## config.mk

```make
export PLATFORM = sky130hd
export DESIGN_NAME = alu_dot_sequencer
export DESIGN_NICKNAME = d
export VERILOG_FILES = /design/src/rtl/alu_pkg.sv /design/src/rtl/alu_dot_sequencer.sv
export SDC_FILE = /design/constraint.sdc
export NUM_CORES = 1
export LEC_CHECK = 0
export ABC_CLOCK_PERIOD_IN_PS = 2600
export BUFFER_PORTS_ARGS = -buffer_cell sky130_fd_sc_hd__buf_2
export CAP_MARGIN = 20
export CORE_ASPECT_RATIO = 1.4
export CORE_MARGIN = 4
export CORE_UTILIZATION = 50
export DETAILED_ROUTE_END_ITERATION = 12
export HOLD_SLACK_MARGIN = 0.08
export PLACE_DENSITY_LB_ADDON = 0.08
export SYNTH_ARGS = -nofsm -noshare
export SYNTH_HDL_FRONTEND = slang
export SYNTH_SLANG_ARGS = --single-unit
export TNS_END_PERCENT = 20
```

## constraint.sdc

```tcl
create_clock -name clock_in -period 2.6 [get_ports clock_in]
set_clock_uncertainty 0.1 [all_clocks]
set_input_delay 0.26 -clock clock_in [delete_from_list [all_inputs] [get_ports clock_in]]
set_output_delay 0.26 -clock clock_in [all_outputs]
set_load 0.05 [all_outputs]
```

## src/rtl/alu_pkg.sv

```systemverilog
// Shared definitions for the tiny tensor core ALU and its dot-product sequencer.
package alu_pkg;

    localparam int ALU_BUS_WIDTH = 8;

    localparam logic [7:0] ALU_OP_ADD = 8'h00;
    localparam logic [7:0] ALU_OP_SUB = 8'h01;
    localparam logic [7:0] ALU_OP_MUL = 8'h02;
    localparam logic [7:0] ALU_OP_EQ  = 8'h03;
    localparam logic [7:0] ALU_OP_GT  = 8'h04;

    typedef enum logic [1:0] {
        S_FETCH = 2'd0,
        S_MUL   = 2'd1,
        S_ADD   = 2'd2,
        S_DONE  = 2'd3
    } dot_state_t;

endpackage

```

## src/rtl/alu_dot_sequencer.sv

```systemverilog
// Streams element pairs through the shared combinational ALU (MUL then ADD)
// and accumulates a wrap-around dot product, offered on a valid/ready port.
module alu_dot_sequencer
    import alu_pkg::*;
#(
    parameter int DATA_WIDTH  = ALU_BUS_WIDTH,
    parameter int COUNT_WIDTH = 8
) (
    input  logic                   clock_in,
    input  logic                   reset_in,
    input  logic                   enable_in,
    input  logic [DATA_WIDTH-1:0]  a_in,
    input  logic [DATA_WIDTH-1:0]  b_in,
    input  logic                   in_valid_in,
    input  logic                   in_last_in,
    output logic                   in_ready_out,
    output logic [7:0]             alu_opcode_out,
    output logic [DATA_WIDTH-1:0]  alu_input1_out,
    output logic [DATA_WIDTH-1:0]  alu_input2_out,
    input  logic [DATA_WIDTH-1:0]  alu_result_in,
    output logic [DATA_WIDTH-1:0]  result_out,
    output logic [COUNT_WIDTH-1:0] result_count_out,
    output logic                   result_valid_out,
    input  logic                   result_ready_in,
    output dot_state_t             dbg_state_out
);

    // Handshakes: a transfer happens on a rising edge where valid && ready
    // (and enable_in) are high; ready/valid are decoded from registered state only.

    dot_state_t             r_state;
    dot_state_t             w_next_state;
    logic [DATA_WIDTH-1:0]  r_a;
    logic [DATA_WIDTH-1:0]  r_b;
    logic                   r_last;
    logic [DATA_WIDTH-1:0]  r_prod;
    logic [DATA_WIDTH-1:0]  r_acc;
    logic [COUNT_WIDTH-1:0] r_count;

    always_ff @(posedge clock_in or negedge reset_in) begin
        if (!reset_in) begin
            r_state <= S_FETCH;
        end else if (enable_in) begin
            r_state <= w_next_state;
        end
    end

    always_comb begin
        w_next_state = r_state;
        case (r_state)
            S_FETCH: if (in_valid_in) w_next_state = S_MUL;
            S_MUL:   w_next_state = S_ADD;
            S_ADD:   w_next_state = r_last ? S_DONE : S_FETCH;
            S_DONE:  if (result_ready_in) w_next_state = S_FETCH;
            default: w_next_state = S_FETCH;
        endcase
    end

    always_comb begin
        in_ready_out     = 1'b0;
        result_valid_out = 1'b0;
        alu_opcode_out   = ALU_OP_ADD;
        alu_input1_out   = '0;
        alu_input2_out   = '0;
        case (r_state)
            S_FETCH: in_ready_out = enable_in;
            S_MUL: begin
                alu_opcode_out = ALU_OP_MUL;
                alu_input1_out = r_a;
                alu_input2_out = r_b;
            end
            S_ADD: begin
                alu_opcode_out = ALU_OP_ADD;
                alu_input1_out = r_acc;
                alu_input2_out = r_prod;
            end
            S_DONE:  result_valid_out = 1'b1;
            default: ;
        endcase
    end

    // The ALU is combinational, so its result is captured on the edge leaving MUL/ADD.
    always_ff @(posedge clock_in or negedge reset_in) begin
        if (!reset_in) begin
            r_a     <= '0;
            r_b     <= '0;
            r_last  <= 1'b0;
            r_prod  <= '0;
            r_acc   <= '0;
            r_count <= '0;
        end else if (enable_in) begin
            case (r_state)
                S_FETCH: begin
                    if (in_valid_in) begin
                        r_a    <= a_in;
                        r_b    <= b_in;
                        r_last <= in_last_in;
                    end
                end
                S_MUL: r_prod <= alu_result_in;
                S_ADD: begin
                    r_acc   <= alu_result_in;
                    r_count <= r_count + COUNT_WIDTH'(1);
                end
                S_DONE: begin
                    if (result_ready_in) begin
                        r_acc   <= '0;
                        r_count <= '0;
                    end
                end
                default: ;
            endcase
        end
    end

    assign result_out       = r_acc;
    assign result_count_out = r_count;
    assign dbg_state_out    = r_state;

endmodule

```

==> impl_metrics.csv <==
group,metric,value,unit
placed_design,dp_hpwl,3564,µm
routing,routed_wirelength,5041,µm
sta,finalHoldViolCount,0,
routing,wire_per_inst,15.61,µm
synth,ys_types,32,
synth,synth_warnings,0,
setup_path,critical_path_arrival,1920,ps
final_layout,final_core_util,0.6284,
routing,dr.pass1.iters,4,
floorplanning,die_h,86.28,µm
clock_tree,max-clock-path-buffers,2,
sta,period_share,0.8781,
clock_tree,clkTransAtPathRegs,80,ps
setup_path,cp_max_fo,16,
sta,setup_viol,0,
global_route,grt_overflow,0,
setup_path,start_kind,"register",
setup_path,crit_required,2240,ps
setup_path,crit_chain,"inv_1 > ha_1 > nor2b_2 > buf_2",
setup_path,max_stage_delay,610,ps
routing,dr.first_iter.drc_count,79,
global_route,antenna_found_initial,0,
min_path,hold_class,"in -> reg",
floorplanning,start_util,0.5162,
clock_tree,clock_sinks,43,
sta,slew_viol_final,0,
global_route,track_usage,0.1898,
synth,ys_ff_latch,43,
placed_design,portBuffers,66,
floorplanning,die_w,63.91,µm
final_layout,n_fill_cell,390,
setup_path,cp_slowest_cell,"ha_1",
routing,viasPerCell,5.263,
final_layout,regArea,1076,µm²
floorplanning,die-area,5514,µm²
synth,yosysSeqAreaShare,0.4917,
sta,fin_ws,317.0,ps
pwr,ir_drop,0.6197,mV
setup_path,end_kind,"primary output",
floorplanning,core,4239,µm²
sta,slew_headroom,0.3599,
placed_design,gp_routability_congestion,0.7478,
floorplanning,ios,74,
pwr,power.density,1426,nW/µm²
global_route,grt_first_pass_wirelength,8204,µm
final_layout,multi_input_area,1050,µm²
routing,dr_total_vias,1700,
status,outcome,"finished clean",
routing,drc,0,
clock_tree,htree_levels,2,
global_route,grt_pass1_vias,1771,
clock_tree,clock_latency,290,ps
final_layout,fin_area,2664,µm²
pwr,power.leakage,1.265,nW
final_layout,nNetsFinal,297,
synth,synth_cells,198,
placed_design,post_dp_cell_area,2569,µm²
clock_tree,root_buffer,"clkbuf_8",
sta,worst_pin_slew,960.2,ps
setup_path,critPathKind,"reg -> out",
pwr,power,3.797,mW
clock_tree,tritoncts.num_buffers,5,
floorplanning,rows,28,
final_layout,num_antenna_cells,0,
sta,fmax,438.0,MHz
synth,syn_area,2188,µm²
flow_run,cap_violations,0,
clock_tree,tritoncts,"built",
sta,whs,90.57,ps
global_route,grt_max_degree,44,
synth,postSynthAreaPerCell,11.05,µm²
sta,period_minus_slack,2283,ps
final_layout,syn_to_final_growth,21.73,%
final_layout,drive_above_1_share,0.4411,
setup_path,critPathTopFamily,"adder cells",
routing,antenna_left,0,
setup_path,crit_buf_inv,2,
placed_design,place_ws,631.9,ps
sta,rsz0062_at_grt,"false",
[cells by family (layout without fill, tap and decap cells)]
logic type / Yosys count / in the layout / synth area share
AND/OR/NAND/NOR: 50 / 50 / 0.1389
AO/OA/AOI/OAI: 47 / 47 / 0.1332
flip-flops: 43 / 43 / 0.4917
multiplexers: 29 / 29 / 0.1475
buffers and inverters: 23 / 82 / 0.05832
adder cells (fa/ha/maj): 5 / 5 / 0.02859
other: 1 / 7 / 0.001714
[cell type report]
type | count | area share
inverters | 4 | 0.005636
repair buffers | 70 | 0.1362
well taps | 60 | 0.02818
multi-input cells | 138 | 0.3941
clock inverters | 2 | 0.004697
flip-flops and latches | 43 | 0.4039
clock buffers | 6 | 0.02724
[routing by layer]
| layer | up-vias | wire, µm | track usage | share of wire |
|---|---|---|---|---|
| met2 | 49 | 2671 | 0.3565 | 0.53 |
| met5 | - | 0 | 0 | 0 |
| met4 | 0 | 115 | 0.07466 | 0.023 |
| met1 | 822 | 2028 | 0.2027 | 0.40 |
| li1 | 819 | - | - | - |
| met3 | 10 | 226 | 0.04150 | 0.045 |
[flip-flops by register name, indices dropped and copies added (netlist names)]
signal / flops
r_a: 8
r_prod: 8
dbg_state_out: 2
r_last: 1
result_count_out: 8
result_out: 8
r_b: 8
[worst paths after layout]
kind | from | to | slack [ps] | cells past startpoint
worst max-delay path | dbg_state_out[0] | alu_input2_out[2] | 320 | 4
worst min-delay path | a_in[4] | r_a[4] | 90 | 2
worst max register to register | dbg_state_out[0] | r_last | 710 | 5
worst min register to register | r_b[4] | r_b[4] | 410 | 1
max in group asynchronous | reset_in | r_b[1] | 1250 | 2
min in group asynchronous | reset_in | dbg_state_out[1] | 560 | 2
[cell usage in the layout (no fill, tap or decap), types with 2 or more instances in the layout]
cell type / synthesis / layout
o21ai_0: 19 / 19
a22oi_1: 16 / 16
clkbuf_8: 0 / 5
nand3_1: 2 / 2
nor2b_4: 0 / 3
nand2b_1: 12 / 12
or4_1: 2 / 2
mux2_2: 26 / 26
nand4_1: 3 / 3
buf_4: 8 / 3
inv_1: 4 / 4
nand2_1: 5 / 5
nor2b_2: 0 / 7
or3_1: 2 / 2
nor2b_1: 16 / 6
mux2i_1: 3 / 3
dfrtp_1: 43 / 43
buf_2: 3 / 66
conb_1: 1 / 7
ha_1: 5 / 4
and3_1: 2 / 2
o31ai_1: 3 / 3
a21oi_1: 5 / 5
[power breakdown]
| group | switching [mW] | leakage (nW) | internal, mW |
|---|---|---|---|
| Clock | 0.228 | 0.0412 | 0.188 |
| Combinational | 1.47 | 0.694 | 0.735 |
| Sequential | 0.206 | 0.530 | 0.967 |
[repair_timing]
item,in CTS,in global routing
buffers inserted,0,0
hold endpoints to repair,43,0
gates resized for setup,0,0
hold buffers,1,0
[synthesized netlist by cell type (all sizes together)]
library cell   n  share of area
a21oi          6          0.015
a22oi         16          0.055
a31oi          1         0.0029
a41oi          1         0.0040
and2           1         0.0029
and3           2         0.0057
buf           12          0.039
clkbuf         7          0.012
conb           1         0.0017
dfrtp         43           0.49
ha             5          0.029
inv            4         0.0069
mux2          26           0.13
mux2i          3          0.014
nand2          6          0.011
nand2b        12          0.034
nand3          2         0.0046
nand4          3         0.0086
nor2           1         0.0017
nor2b         16          0.046
nor4           1         0.0029
o21ai         20          0.046
o31ai          3          0.010
or2b           1         0.0034
or3            2         0.0057
or4            3          0.012
[metrics by stage]
stage	setup TNS (ps)	cells
6_report	0	323
2_1_floorplan	-95.23	204
3_5_place_dp	0	314
5_1_grt	0	323
4_1_cts	0	323
3_3_place_gp	0	314
No activity file was read; power rests on OpenSTA's default activity.
